$ cat config.mk
export PLATFORM = sky130hd
export DESIGN_NAME = sr_latch_arbiter_flat
export DESIGN_NICKNAME = d
export VERILOG_FILES = /design/src/rtl/sr_latch_arbiter_if.sv /design/src/rtl/sr_latch_arbiter.sv /design/src/flat_wrapper.sv
export SDC_FILE = /design/constraint.sdc
export NUM_CORES = 1
export LEC_CHECK = 0
export CAP_MARGIN = 20
export CORE_AREA = 8 8 64 66
export CTS_CLUSTER_DIAMETER = 100
export DETAILED_ROUTE_END_ITERATION = 12
export DIE_AREA = 0 0 72 74
export SYNTH_ARGS = -nofsm -noshare
export SYNTH_HDL_FRONTEND = slang
export SYNTH_SLANG_ARGS = --single-unit
export TNS_END_PERCENT = 50
$ cat constraint.sdc
create_clock -name clk -period 1.5 [get_ports clk]
set_input_delay 0.3 -clock clk [delete_from_list [all_inputs] [get_ports clk]]
set_output_delay 0.3 -clock clk [all_outputs]
set_load 0.02 [all_outputs]
$ cat src/rtl/sr_latch_arbiter_if.sv
// sr_latch_arbiter_if
// Bundles the requester handshake and the gated SR latch pins.
// slave  : the arbiter side (sees requests and q, drives ack/err/status/s/r/e).
// master : the agent + latch side (drives req/op and the q readback).
interface sr_latch_arbiter_if #(
    parameter int NREQ = 4
);
    localparam int GW = (NREQ > 1) ? $clog2(NREQ) : 1;

    logic [NREQ-1:0] req;
    logic [NREQ-1:0] op;
    logic [NREQ-1:0] ack;
    logic            err;
    logic [GW-1:0]   grant_id;
    logic            busy;
    logic            s;
    logic            r;
    logic            e;
    logic            q;

    modport slave (
        input  req, op, q,
        output ack, err, grant_id, busy, s, r, e
    );

    modport master (
        output req, op, q,
        input  ack, err, grant_id, busy, s, r, e
    );
endinterface

$ cat src/rtl/sr_latch_arbiter.sv
// sr_latch_arbiter
// Round-robin owner of one gated SR latch shared by NREQ requesters.
// Each operation is sequenced SETUP (s/r settle) -> PULSE (e high for
// PULSE_CYC cycles) -> HOLD (e low, s/r kept) -> CHECK (q compared, ack).
// s and r are always complementary or both zero, so they are never both 1.
// Optional build macro SR_ARB_SKIP_REDUNDANT_EN: when the latch already holds
// the requested value, the grant goes straight to CHECK without touching e.
module sr_latch_arbiter #(
    parameter int NREQ      = 4,
    parameter int PULSE_CYC = 2
) (
    input  logic                 clk,
    input  logic                 rst,
    sr_latch_arbiter_if.slave    bus
);
    localparam int GW = (NREQ > 1) ? $clog2(NREQ) : 1;
    localparam int CW = (PULSE_CYC > 1) ? $clog2(PULSE_CYC) : 1;

    typedef enum logic [2:0] {
        IDLE  = 3'd0,
        SETUP = 3'd1,
        PULSE = 3'd2,
        HOLD  = 3'd3,
        CHECK = 3'd4
    } state_t;

    state_t          r_state;
    logic [GW-1:0]   r_ptr;
    logic [GW-1:0]   r_grant;
    logic            r_op;
    logic [CW-1:0]   r_cnt;
    logic [NREQ-1:0] r_ack;
    logic            r_err;
    logic            r_busy;
    logic            r_s;
    logic            r_r;
    logic            r_e;

    logic            w_any;
    logic [GW-1:0]   w_sel;
    logic            w_sel_op;
    logic            w_skip;

    // First set request bit at or above ptr, wrapping modulo NREQ.
    function automatic logic [GW-1:0] rr_pick(input logic [NREQ-1:0] rq,
                                              input logic [GW-1:0]   ptr);
        logic [GW-1:0] pick;
        logic [GW-1:0] k;
        logic          found;
        int            idx;
        pick  = '0;
        found = 1'b0;
        for (int i = 0; i < NREQ; i++) begin
            idx = int'(ptr) + i;
            if (idx >= NREQ) begin
                idx = idx - NREQ;
            end
            k = GW'(idx);
            if (!found && rq[k]) begin
                pick  = k;
                found = 1'b1;
            end
        end
        return pick;
    endfunction

    // Next round-robin start position after serving index g.
    function automatic logic [GW-1:0] wrap_inc(input logic [GW-1:0] g);
        logic [GW-1:0] nxt;
        if (g == GW'(NREQ - 1)) begin
            nxt = '0;
        end else begin
            nxt = g + 1'b1;
        end
        return nxt;
    endfunction

    assign w_any    = |bus.req;
    assign w_sel    = rr_pick(bus.req, r_ptr);
    assign w_sel_op = bus.op[w_sel];

`ifdef SR_ARB_SKIP_REDUNDANT_EN
    assign w_skip = (w_sel_op == bus.q);
`else
    assign w_skip = 1'b0;
`endif

    // Operation sequencer: all latch pins and status are registered here.
    always_ff @(posedge clk) begin
        if (rst) begin
            r_state <= IDLE;
            r_ptr   <= '0;
            r_grant <= '0;
            r_op    <= 1'b0;
            r_cnt   <= '0;
            r_ack   <= '0;
            r_err   <= 1'b0;
            r_busy  <= 1'b0;
            r_s     <= 1'b0;
            r_r     <= 1'b0;
            r_e     <= 1'b0;
        end else begin
            // ack/err are single-cycle pulses unless re-raised below.
            r_ack <= '0;
            r_err <= 1'b0;
            case (r_state)
                IDLE: begin
                    r_s <= 1'b0;
                    r_r <= 1'b0;
                    r_e <= 1'b0;
                    if (w_any) begin
                        r_grant <= w_sel;
                        r_op    <= w_sel_op;
                        r_busy  <= 1'b1;
                        if (w_skip) begin
                            // Latch already holds the value: acknowledge at once.
                            r_state        <= CHECK;
                            r_ack[w_sel]   <= 1'b1;
                            r_ptr          <= wrap_inc(w_sel);
                        end else begin
                            r_state <= SETUP;
                            r_s     <= w_sel_op;
                            r_r     <= ~w_sel_op;
                        end
                    end
                end
                SETUP: begin
                    r_state <= PULSE;
                    r_e     <= 1'b1;
                    r_cnt   <= '0;
                end
                PULSE: begin
                    if (r_cnt == CW'(PULSE_CYC - 1)) begin
                        r_state <= HOLD;
                        r_e     <= 1'b0;
                        r_cnt   <= '0;
                    end else begin
                        r_cnt <= r_cnt + 1'b1;
                    end
                end
                HOLD: begin
                    // Enable has been low for a cycle, q is now stable to read.
                    r_state        <= CHECK;
                    r_s            <= 1'b0;
                    r_r            <= 1'b0;
                    r_ack[r_grant] <= 1'b1;
                    r_err          <= (bus.q != r_op);
                    r_ptr          <= wrap_inc(r_grant);
                end
                CHECK: begin
                    r_state <= IDLE;
                    r_busy  <= 1'b0;
                end
                default: begin
                    r_state <= IDLE;
                    r_busy  <= 1'b0;
                    r_s     <= 1'b0;
                    r_r     <= 1'b0;
                    r_e     <= 1'b0;
                end
            endcase
        end
    end

    assign bus.ack      = r_ack;
    assign bus.err      = r_err;
    assign bus.grant_id = r_grant;
    assign bus.busy     = r_busy;
    assign bus.s        = r_s;
    assign bus.r        = r_r;
    assign bus.e        = r_e;

endmodule

$ cat src/flat_wrapper.sv
// flat-port wrapper written by rule: the top's interface ports become plain ports
module sr_latch_arbiter_flat 
#(
    parameter int NREQ      = 4,
    parameter int PULSE_CYC = 2
)
  (clk, rst, bus_req, bus_op, bus_q, bus_ack, bus_err, bus_grant_id, bus_busy, bus_s, bus_r, bus_e);
  sr_latch_arbiter_if #(.NREQ(NREQ)) bus_i ();
  input  logic clk;
  input  logic rst;
  input wire logic [$bits(bus_i.req)-1:0] bus_req;
  input wire logic [$bits(bus_i.op)-1:0] bus_op;
  input wire logic [$bits(bus_i.q)-1:0] bus_q;
  output wire logic [$bits(bus_i.ack)-1:0] bus_ack;
  output wire logic [$bits(bus_i.err)-1:0] bus_err;
  output wire logic [$bits(bus_i.grant_id)-1:0] bus_grant_id;
  output wire logic [$bits(bus_i.busy)-1:0] bus_busy;
  output wire logic [$bits(bus_i.s)-1:0] bus_s;
  output wire logic [$bits(bus_i.r)-1:0] bus_r;
  output wire logic [$bits(bus_i.e)-1:0] bus_e;
  assign bus_i.req = bus_req;
  assign bus_i.op = bus_op;
  assign bus_i.q = bus_q;
  assign bus_ack = bus_i.ack;
  assign bus_err = bus_i.err;
  assign bus_grant_id = bus_i.grant_id;
  assign bus_busy = bus_i.busy;
  assign bus_s = bus_i.s;
  assign bus_r = bus_i.r;
  assign bus_e = bus_i.e;
  sr_latch_arbiter #(.NREQ(NREQ), .PULSE_CYC(PULSE_CYC)) u_core (.clk(clk), .rst(rst), .bus(bus_i));
endmodule
==> impl_metrics.ini <==
[logic_synthesis]
synth-seq-cells = 18
ys_seq_area_share_pct = 40.0
yosys_warnings = 0
synth.top_cells.by_count = dfxtp_1 (18), nor2_1 (13), nand2_1 (8)
synthCells = 101
syn_area_um2 = 901
synth-edff-count = 0
yosys.area.top_type = dfxtp_1
synth_nets = 116
synth.most_common_cell = dfxtp_1
syn_area_per_cell_um2 = 8.92
synthArstFlopShare_pct = 0
synth.area.top_cells = dfxtp_1 (40%), ha_1 (5.6%), mux2i_1 (5.6%)
synth.distinct_cells = 33
synth_ff_type = dfxtp_1
yosys.area.top_type_share_pct = 40.0

[cts]
cts_root_buffer = clkbuf_4
worstSkewPairLatency_ns = 0.29
cts-hold-fix-buffers = 0
cts_tree = yes
cts_max_path_buffers = 2
cts_setup_buffers = 0
clk_pin_slew_ns = 0.10
cts_max_level = 1
cts_inserted_buffers = 3
clock-sinks = 18

[critical_path]
end_kind = register
worstPathRequired_ns = 1.68
r2r_slack_ns = -0.01
r2r-end = u_core.bus.r
cp-start-kind = primary input
cp.arrival_ns = 1.72
worst_r2r_startpoint = u_core.r_ptr[1]
r2r_cells = 6
worstSetupPathType = in -> reg
path_max_fanout = 3

[timing]
setup-violations-final = 1
finalMaxSlewViolations = 0
setup_ws_ns = -0.0334
worstMarginPinSlew_ns = 0.281
rsz0062_at_grt = true
finalCriticalPeriod_ns = 1.53
setup-tns-final_ns = -0.0334
max_freq_ghz = 0.652
hold_viol_final = 0
finalCritPeriodShare_pct = 102
relSlewSlack_pct = 81.3
fin_skew_ns = 0.00566

[final_layout]
synthToLayoutAreaGrowth_pct = 43.1
fillers = 345
final_layout_size_suffix_gt1_share_pct = 24.1
final_nets = 153
antennaDiodeCount = 0
instances_no_fill = 183

[floorplanning]
start_util_pct = 28.3
core_area_mm2 = 0.00318
die-area_mm2 = 0.00533
die_h_um = 74
rows = 21
boundaryPins = 22
die_x_um = 72

[power]
ir_worst_vdd_mv = 0.331
p_leak_uw = 0.000586
powerDensity_mw_per_mm2 = 1120

[detailed_routing]
detail_route.vias_per_cell = 4.48
post_drt_wl_per_cell_um = 11.3
drc = 0
routed_wl_um = 2060
drtAntennaViolNets = 0
drt-initial-drc-count = 38
route.vias.total = 819
first_pass_iters = 3

[global_route]
first_global_vias = 766
grt_max_degree = 11
track_usage_pct = 7.97
overflow = 0
antenna_found_initial = 0
grt_pass1_wl_um = 3380

[placement]
gp_congestion = 0.787
portBuffers = 21
dp_hpwl_um = 1660
dp.cells = 179

[outcome]
outcome = finished with violations
violations = setup timing

[job]
max-cap-violations = 0

[hold_path]
hp-class = reg -> reg
min_to = u_core.bus.r
worstHoldStart = u_core.bus.r
holdPathStages = 2
[kinds of logic (layout without fill, tap and decap cells)]
group	Yosys count	in the layout	synth area share, %
and+or+nand+nor	43	43	25.8
AOI/OAI and AO/OA	19	19	13.7
DFF	18	18	40.0
buffers and inverters	8	44	5.14
muxes	6	6	6.81
adders and majority gates	4	4	5.56
xor gates and xnor gates	3	3	2.92
[area by class of cell]
class / count / area [um^2] / area share [%]
timing repair buffer: 37 / 310 / 24.1
tap: 46 / 57.6 / 4.47
inverter: 3 / 11.3 / 0.874
clock buffer: 4 / 36.3 / 2.82
multi-input combinational: 75 / 509 / 39.5
sequential: 18 / 364 / 28.3
[repair_timing]
| item | 4_1_cts | 5_1_grt |
|---|---|---|
| resized for setup | 18 | 5 |
| setup endpoints to repair | 16 | 3 |
| pin swaps | 2 | 2 |
[layer usage]
| metal | wire length (um) | part of all wire (%) | vias up | GRT usage (%) |
|---|---|---|---|---|
| met5 | 0 | 0 | - | 0 |
| met4 | 18 | 0.87 | 0 | 4.31 |
| met3 | 107 | 5.2 | 2 | 2.56 |
| li1 | - | - | 417 | - |
| met2 | 951 | 46 | 18 | 12.4 |
| met1 | 985 | 48 | 382 | 9.54 |
[flip-flops by register name, summed over array words and instances (netlist names)]
signal,flops
u_core.bus.e,1
u_core.bus.err,1
u_core.bus.grant_id,2
u_core.r_ptr,2
u_core.r_cnt,1
u_core.r_op,1
u_core.bus.r,1
u_core.bus.ack,4
u_core.r_state,3
u_core.bus.s,1
u_core.bus.busy,1
[metrics by stage]
step | total power [uW] | hold WS, ns | setup WS (ns) | area, um^2 | util (%)
2_1_floorplan | 944 | 0.473 | -0.0295 | 905 | -
3_3_place_gp | 1180 | 0.473 | -0.458 | 1250 | 39.4
3_5_place_dp | 1190 | 0.469 | -0.484 | 1250 | 39.4
4_1_cts | 1460 | 0.484 | -0.0562 | 1280 | 40.2
5_1_grt | 1550 | 0.491 | -0.0929 | 1290 | 40.5
6_report | 1450 | 0.485 | -0.0334 | 1290 | 40.5
[how the worst max path moves through the flow]
| stage | slack, ns | startpoint | cells after the start | endpoint |
|---|---|---|---|---|
| global route | -0.09 | u_core.r_ptr[1] | 6 | u_core.bus.r |
| finish | -0.03 | bus_req[1] | 6 | u_core.bus.r |
| global placement | -0.46 | bus_req[0] | 6 | u_core.bus.r |
| detailed placement | -0.48 | bus_req[0] | 6 | u_core.bus.r |
| CTS | -0.06 | u_core.r_ptr[1] | 6 | u_core.bus.r |
| floorplan | -0.03 | rst | 6 | u_core.bus.r |
[placed cells by master, fill, tap and decap left out, types with 2 or more instances in the layout]
cell	n
clkbuf_4	3
nor2b_1	2
inv_1	3
nor3_1	2
nand2_1	8
nor3b_1	2
nand2b_1	2
mux2i_1	5
clkdlybuf4s50_1	5
ha_1	4
dlygate4sd2_1	16
o21a_1	2
nor2_2	2
a21oi_1	6
dfxtp_1	17
buf_4	16
o21ai_0	2
xnor2_1	2
nor2_1	12
o211ai_1	2
or2_2	2
and2_1	4
[critical path, cell delays in order]
cell and delay (ns):
dlygate4sd2_1 0.24, or4_4 0.55, and3b_1 0.21, o221a_2 0.13
or3b_4 0.23, o211ai_2 0.06
[where the power goes]
part	switching [uW]	leakage (uW)	internal [uW]
Combinational	271	0.000417	274
Sequential	56.2	0.000148	549
Clock	149	0.0000210	148
Total	476	0.000586	971
Note: power is estimated with default switching activity, not from simulation.
